--- src/rtl/mac_result_drain_if.sv ---
`default_nettype none
// ============================================================================
// Module   : mac_result_drain_if
// Purpose  : Word-stream interface from the MAC result drain toward the
//            writeback/output buffer.
// Signals  : out_data  - current output word (signed, ACC_W bits)
//            out_idx   - lane index of out_data (0..3)
//            out_last  - high on the lane-3 word of a frame
//            out_valid - out_data is valid
//            out_ready - consumer accepts the word when out_valid&&out_ready
// Modports : master (drain side), slave (consumer side)
// Revision : 1.0 - initial release
// ============================================================================
interface mac_result_drain_if #(
    parameter int ACC_W = 16
);
    logic signed [ACC_W-1:0] out_data;
    logic        [1:0]       out_idx;
    logic                    out_last;
    logic                    out_valid;
    logic                    out_ready;

    modport master (
        output out_data,
        output out_idx,
        output out_last,
        output out_valid,
        input  out_ready
    );

    modport slave (
        input  out_data,
        input  out_idx,
        input  out_last,
        input  out_valid,
        output out_ready
    );
endinterface
`default_nettype wire

--- src/rtl/mac_result_drain.sv ---
`default_nettype none
// ============================================================================
// Module   : mac_result_drain
// Purpose  : Collects the four accumulator results of the 2x2 MAC array into
//            a frame, buffers up to DEPTH frames and streams them out one
//            word at a time (lane 0..3) on a valid/ready interface.
// Ports    : clk, rst_n (async, active-low)
//            acc_in_0..3   - signed results from MAC 0..3
//            valid_in      - per-lane result strobe
//            clr_err       - synchronous clear of overwrite_err / drop_cnt
//            out_if        - word stream (mac_result_drain_if.master)
//            frame_cnt     - frames currently held in the FIFO
//            overwrite_err - sticky: lane re-strobed before frame completed
//            drop_cnt      - saturating count of frames dropped when full
// Options  : RESULT_RELU_EN - when defined, negative words are output as 0
//            (the FIFO always stores raw values).
// Revision : 1.0 - initial release
// ============================================================================
module mac_result_drain #(
    parameter int ACC_W  = 16,
    parameter int N_MACS = 4,
    parameter int DEPTH  = 4
) (
    input  wire logic                       clk,
    input  wire logic                       rst_n,
    input  wire logic signed [ACC_W-1:0]    acc_in_0,
    input  wire logic signed [ACC_W-1:0]    acc_in_1,
    input  wire logic signed [ACC_W-1:0]    acc_in_2,
    input  wire logic signed [ACC_W-1:0]    acc_in_3,
    input  wire logic [N_MACS-1:0]          valid_in,
    input  wire logic                       clr_err,
    mac_result_drain_if.master              out_if,
    output logic [$clog2(DEPTH):0]          frame_cnt,
    output logic                            overwrite_err,
    output logic [7:0]                      drop_cnt
);

    localparam int                 c_PTR_W = $clog2(DEPTH);
    localparam logic [c_PTR_W:0]   c_FULL  = (c_PTR_W+1)'(DEPTH);

    // ------------------------------------------------------------------
    // Capture stage
    // ------------------------------------------------------------------
    logic [ACC_W-1:0]   w_acc   [N_MACS];
    logic [ACC_W-1:0]   w_frame [N_MACS];
    logic [ACC_W-1:0]   r_lane  [N_MACS];
    logic [N_MACS-1:0]  r_flag;

    assign w_acc[0] = acc_in_0;
    assign w_acc[1] = acc_in_1;
    assign w_acc[2] = acc_in_2;
    assign w_acc[3] = acc_in_3;

    // A lane strobing in the completing cycle contributes its live input,
    // so the frame is pushed without waiting an extra cycle.
    for (genvar gi = 0; gi < N_MACS; gi++) begin : g_lane
        assign w_frame[gi] = valid_in[gi] ? w_acc[gi] : r_lane[gi];
    end

    logic w_complete;
    logic w_ovw;
    assign w_complete = &(r_flag | valid_in);
    assign w_ovw      = |(r_flag & valid_in);

    // ------------------------------------------------------------------
    // Frame FIFO and output sequencing
    // ------------------------------------------------------------------
    logic [ACC_W-1:0]   r_mem [DEPTH][N_MACS];
    logic [c_PTR_W-1:0] r_wr_ptr;
    logic [c_PTR_W-1:0] r_rd_ptr;
    logic [c_PTR_W:0]   r_cnt;
    logic [1:0]         r_idx;
    logic [ACC_W-1:0]   r_last_word;
    logic               r_err;
    logic [7:0]         r_drop;

    logic               w_valid;
    logic               w_full;
    logic               w_accept;
    logic               w_pop;
    logic               w_push;
    logic               w_drop;
    logic [ACC_W-1:0]   w_word;
    logic [ACC_W-1:0]   w_raw;
    logic [ACC_W-1:0]   w_out;

    assign w_valid  = (r_cnt != '0);
    assign w_full   = (r_cnt == c_FULL);
    assign w_accept = w_valid & out_if.out_ready;
    assign w_pop    = w_accept & (r_idx == 2'd3);
    // A full FIFO still takes the new frame when the head frame leaves on
    // the same edge; the write lands in the slot being vacated.
    assign w_push   = w_complete & (~w_full | w_pop);
    assign w_drop   = w_complete & w_full & ~w_pop;

    assign w_word = r_mem[r_rd_ptr][r_idx];
    // While empty the output keeps showing the last word that was accepted.
    assign w_raw  = w_valid ? w_word : r_last_word;

`ifdef RESULT_RELU_EN
    assign w_out = w_raw[ACC_W-1] ? '0 : w_raw;
`else
    assign w_out = w_raw;
`endif

    assign out_if.out_data  = w_out;
    assign out_if.out_idx   = r_idx;
    assign out_if.out_last  = (r_idx == 2'd3);
    assign out_if.out_valid = w_valid;

    assign frame_cnt     = r_cnt;
    assign overwrite_err = r_err;
    assign drop_cnt      = r_drop;

    always_ff @(posedge clk or negedge rst_n) begin
        if (!rst_n) begin
            r_flag      <= '0;
            r_wr_ptr    <= '0;
            r_rd_ptr    <= '0;
            r_cnt       <= '0;
            r_idx       <= '0;
            r_last_word <= '0;
            r_err       <= 1'b0;
            r_drop      <= '0;
            for (int i = 0; i < N_MACS; i++) begin
                r_lane[i] <= '0;
            end
            for (int d = 0; d < DEPTH; d++) begin
                for (int i = 0; i < N_MACS; i++) begin
                    r_mem[d][i] <= '0;
                end
            end
        end else begin
            // Capture flags clear on completion whether or not the frame fits.
            if (w_complete) begin
                r_flag <= '0;
            end else begin
                r_flag <= r_flag | valid_in;
            end
            for (int i = 0; i < N_MACS; i++) begin
                if (valid_in[i]) begin
                    r_lane[i] <= w_acc[i];
                end
            end

            if (w_push) begin
                for (int i = 0; i < N_MACS; i++) begin
                    r_mem[r_wr_ptr][i] <= w_frame[i];
                end
                r_wr_ptr <= r_wr_ptr + c_PTR_W'(1);
            end

            if (w_accept) begin
                r_idx       <= r_idx + 2'd1;
                r_last_word <= w_word;
            end
            if (w_pop) begin
                r_rd_ptr <= r_rd_ptr + c_PTR_W'(1);
            end

            case ({w_push, w_pop})
                2'b10:   r_cnt <= r_cnt + (c_PTR_W+1)'(1);
                2'b01:   r_cnt <= r_cnt - (c_PTR_W+1)'(1);
                default: r_cnt <= r_cnt;
            endcase

            if (clr_err) begin
                r_err  <= 1'b0;
                r_drop <= '0;
            end else begin
                if (w_ovw) begin
                    r_err <= 1'b1;
                end
                if (w_drop && (r_drop != 8'hFF)) begin
                    r_drop <= r_drop + 8'd1;
                end
            end
        end
    end

endmodule
`default_nettype wire

--- src/flat_wrapper.sv ---
// flat-port wrapper written by rule: the top's interface ports become plain ports
module mac_result_drain_flat 
#(
    parameter int ACC_W  = 16,
    parameter int N_MACS = 4,
    parameter int DEPTH  = 4
)
  (clk, rst_n, acc_in_0, acc_in_1, acc_in_2, acc_in_3, valid_in, clr_err, frame_cnt, overwrite_err, drop_cnt, out_if_out_data, out_if_out_idx, out_if_out_last, out_if_out_valid, out_if_out_ready);
  mac_result_drain_if #(.ACC_W(ACC_W)) out_if_i ();
  input  wire logic clk;
  input  wire logic rst_n;
  input  wire logic signed [ACC_W-1:0] acc_in_0;
  input  wire logic signed [ACC_W-1:0] acc_in_1;
  input  wire logic signed [ACC_W-1:0] acc_in_2;
  input  wire logic signed [ACC_W-1:0] acc_in_3;
  input  wire logic [N_MACS-1:0] valid_in;
  input  wire logic clr_err;
  output logic [$clog2(DEPTH):0] frame_cnt;
  output logic overwrite_err;
  output logic [7:0] drop_cnt;
  output wire logic [$bits(out_if_i.out_data)-1:0] out_if_out_data;
  output wire logic [$bits(out_if_i.out_idx)-1:0] out_if_out_idx;
  output wire logic [$bits(out_if_i.out_last)-1:0] out_if_out_last;
  output wire logic [$bits(out_if_i.out_valid)-1:0] out_if_out_valid;
  input wire logic [$bits(out_if_i.out_ready)-1:0] out_if_out_ready;
  assign out_if_out_data = out_if_i.out_data;
  assign out_if_out_idx = out_if_i.out_idx;
  assign out_if_out_last = out_if_i.out_last;
  assign out_if_out_valid = out_if_i.out_valid;
  assign out_if_i.out_ready = out_if_out_ready;
  mac_result_drain #(.ACC_W(ACC_W), .N_MACS(N_MACS), .DEPTH(DEPTH)) u_core (.clk(clk), .rst_n(rst_n), .acc_in_0(acc_in_0), .acc_in_1(acc_in_1), .acc_in_2(acc_in_2), .acc_in_3(acc_in_3), .valid_in(valid_in), .clr_err(clr_err), .out_if(out_if_i), .frame_cnt(frame_cnt), .overwrite_err(overwrite_err), .drop_cnt(drop_cnt));
endmodule
--- config.mk ---
export PLATFORM = sky130hd
export DESIGN_NAME = mac_result_drain_flat
export DESIGN_NICKNAME = d
export VERILOG_FILES = /design/src/rtl/mac_result_drain_if.sv /design/src/rtl/mac_result_drain.sv /design/src/flat_wrapper.sv
export SDC_FILE = /design/constraint.sdc
export NUM_CORES = 1
export LEC_CHECK = 0
export ABC_AREA = 1
export CORE_MARGIN = 10
export CORE_UTILIZATION = 45
export DETAILED_ROUTE_END_ITERATION = 7
export PLACE_DENSITY = 0.72
export SLEW_MARGIN = 20
export SYNTH_ARGS = -nofsm -noshare
export SYNTH_HDL_FRONTEND = slang
export SYNTH_SLANG_ARGS = --single-unit
--- constraint.sdc ---
create_clock -name clk -period 2 [get_ports clk]
set_input_delay 0.3 -clock clk [delete_from_list [all_inputs] [get_ports clk]]
set_output_delay 0.3 -clock clk [all_outputs]
set_load 0.1 [all_outputs]
==> results by group <==
Run status
  – Status: finished with violations
  – Failing checks: negative setup slack

Timing
  – Fmax: around 380 MHz
  – # setup viols final: 18
  – Worst-Margin Slew: approximately 0.5 ns
  – Period minus WS final: 2.62 ns
  – Final WS setup: -0.617 ns
  – Final hold violations: 0
  – Layout Skew: approximately 0.023 ns
  – RSZ-0062 raised after global routing: true
  – Max-slew headroom: 0.668
  – Pins Over Slew Limit: 0
  – Worst Hold Margin: between 0.2 and 0.25 ns
  – Tcrit/Tclk final: 1.31

Placed design
  – GP Congestion: roughly 0.86
  – DP Wirelength: 30000 µm
  – # port buffers: just over 100
  – Post-DP Area: 0.0195 mm²

CTS
  – Worst-path clk slew: roughly 0.060 ns
  – Cts bufs inserted: 39
  – CTS tree: done
  – Clock Latency Late Sink: 0.54 ns
  – Clock Root Buffer: clkbuf_16
  – Sink Count: 358
  – H-tree depth: 2
  – Clock Path Buffers: 3

Global route
  – First-pass GRT wire length: approximately 76000 µm
  – Initial antenna violation count: 0
  – Global Route Usage Sum: 0.199
  – Total grt overflow: 0
  – Vias in the first global route: ~15000
  – Largest net degree at the start of global routing: between 90 and 100

Synthesis
  – Post-Synthesis Cell Area: 0.0171 mm²
  – Post-synth ARST share: 1.00
  – Top cells by count, synth: 905 x nand2_1, 358 x dfrtp_1, 275 x inv_1
  – Syn avg cell area: between 7 and 8 µm²
  – Net Count, Synth: 2269
  – Synth cell types: 28
  – Total number of yosys warnings: 0
  – Synth Instances: 2189
  – Post-synthesis sequential area ratio: 0.523
  – Top-count cell post-synth: nand2_1
  – Post-synth top area cell: dfrtp_1
  – Yosys reg bits: around 360
  – Ranking of synthesized cells by area: dfrtp_1 52%, nand2_1 20%, nand3_1 6.1%, inv_1 6.0%, o21ai_1 4.5%
  – EDFF count, synth: 0
  – Prevailing post-synth register cell: dfrtp_1
  – Top cell type's share of synthesized area: 0.523

Cells and area
  – Fin area: about 0.022 mm²
  – Final Net Count: between 2000 and 2500
  – Ant diodes: 0
  – Fillcell total: 3203
  – Layout overhead on the synthesized area: 27.0%
  – Share of cells above drive strength 1: 0.173

Die
  – Width of the die: ~220 µm
  – # IOs: 104
  – Die height: between 200 and 250 µm
  – Rows: 71
  – Die footprint: between 0.04 and 0.05 mm²
  – Core area: 0.0376 mm²
  – Starting Density: 0.455

Worst setup path
  – Critical Path Fanout Max: 8
  – CP Cell Sequence: clkinv_8 > bufbuf_16 > nand2_1 > nand3_1 > nand3_2 > nand3_2 > nand2_2 > nand2_1 > nand2_4 > buf_12
  – WS Path Type: reg2out
  – R2R Path Start: u_core.r_rd_ptr[0]
  – CP max stage cell: dfrtp_4
  – CP Launch Point: u_core.r_rd_ptr[0]
  – Family with the most delay on the worst path: simple AND/OR/NAND/NOR gates
  – Reg2reg setup slack: -0.57 ns
  – Startpoint class of the critical path: flop
  – Setup crit end kind: output port
  – Max incr delay on CP: about 0.48 ns
  – Critical Path AT: ~2.3 ns
  – Data required, critical path: ~1.7 ns
  – CP Buf/Inv Count: 3

Routing
  – ANT nets after route: 0
  – Detailed-route via count: 14600
  – DR WL/cell: 16.4 µm
  – DRT Wirelength: 47000 µm
  – Pre-antenna DRT Iters: 6
  – Vias per inst: between 5 and 6
  – Drt drc: 0
  – Detailed Route Iter0 Violations: between 1000 and 1500

Run
  – Max Cap Viol: 0

Power and ir drop
  – Psw: ~18000 µW
  – Gate power share: 0.549
  – Worst IR drop on VDD: between 1500 and 2000 µV
  – Sequential Power Share: 0.274
  – Int Pwr: 22900 µW
  – LEAKAGE: around 0.011 µW
  – Sw frac: 0.447
  – Clock share of power: 0.177
  – Power Density: 1900 mW/mm²

Hold path
  – Hold Crit Class: in2async
cell usage in the layout, fill, tap and decap left out, types with 3 or more instances in the layout:
master           count
buf_4               84
clkbuf_8             9
buf_16               5
dfrtp_1            349
bufinv_16            3
dfrtp_2              3
ha_1                 5
nand2_2             28
buf_12              50
buf_8                3
o21ai_0             56
a21oi_1              8
o21ai_1            155
clkbuf_16           45
nand3_1            143
nor2_1               6
nand2_1            858
inv_1              273
o21ai_2             49
clkdlybuf4s50_1     70
inv_2                4
nand3_2             62
nand3_4              7
nand3b_1             4
buf_6                6
xor2_1               9
nor2_2               3
dfrtp_4              6
nand2_4             19
nand4_1              3
clkbuf_1             7
clkinv_2             6
per-layer routing:
| layer | up-vias | global-route usage | share of wire |
|---|---|---|---|
| li1 | 7052 | - | - |
| met1 | 6998 | 0.268 | 0.44 |
| met2 | 504 | 0.321 | 0.47 |
| met3 | 77 | 0.0315 | 0.070 |
| met4 | 0 | 0.0681 | 0.028 |
| met5 | - | 0 | 0 |
kinds of logic after synthesis:
family,after synthesis,share of synthesized area
simple gates,1136,0.268
buf+inv,408,0.108
flops,358,0.523
compound gates,269,0.0892
xor+xnor,10,0.00512
fa+ha+maj,8,0.00629
power by group through the flow:
stage	sequential, µW	combinational, µW	clock, µW
after CTS	11200	21700	7420
after global routing	11600	24400	7730
after global placement	11200	19500	0
after floorplan	11400	12900	0
after detailed placement	11300	19900	0
final	11300	22700	7310
metrics by stage:
stage,setup slack [ns],TNS [ns],instances,utilization,total power (µW)
3_5_place_dp,-0.223,-48.02,2768,0.518,31200
6_report,-0.617,-9.90,2867,0.579,41300
2_1_floorplan,-0.231,-1.01,2189,-,24300
4_1_cts,-0.603,-9.87,2858,0.571,40400
5_1_grt,-0.684,-11.20,2867,0.579,43800
3_3_place_gp,-0.203,-42.77,2768,0.518,30700
area by class of cell:
class                      instances  area, µm²  share of cell area
inverter                         282       1080              0.0495
clock buffer                      57       1180              0.0541
clock inverter                    11        139             0.00639
sequential                       358       8980               0.413
timing repair buffer             225       2760               0.127
tap                              511        639              0.0294
multi-input combinational       1423       6970               0.321
final timing paths:
path,end,cells past startpoint
max,out_if_out_data[6],10
max reg2reg,u_core.r_last_word[3],19
min,u_core.r_lane[54],2
min reg2reg,u_core.r_lane[11],2
min in group clk,u_core.r_lane[26],3
max in group asynchronous,u_core.r_mem[198],3
repair_timing:
action	CTS	global route
pin swaps	20	30
hold buffers	1	0
cloned	6	4
setup buffers	15	5
hold endpoints to repair	182	0
gates resized for setup	85	39
endpoints found under the setup margin	18	18
sequential cells by signal, indices dropped and copies added (netlist names):
register               count
u_core.r_lane             64
u_core.frame_cnt           3
u_core.r_mem             256
u_core.drop_cnt            8
u_core.r_rd_ptr            2
u_core.out_if.out_idx      2
u_core.r_last_word        16
u_core.r_flag              4
u_core.overwrite_err       1
u_core.r_wr_ptr            2
worst register-to-register path, stage by stage (launching register included):
cell and delay [ns]:
dfrtp_4 0.48, clkinv_8 0.13, buf_16 0.18, buf_12 0.15
nand2_4 0.05, nand2_1 0.05, nand2_1 0.07, nand3_2 0.11
nand3_2 0.11, nand2_2 0.07, buf_6 0.11, buf_4 0.12
buf_4 0.12, buf_4 0.12, buf_4 0.13, buf_4 0.12
buf_4 0.12, buf_4 0.12, nand2_1 0.06, nand2_1 0.06
Power figures use the tool's default switching activity.
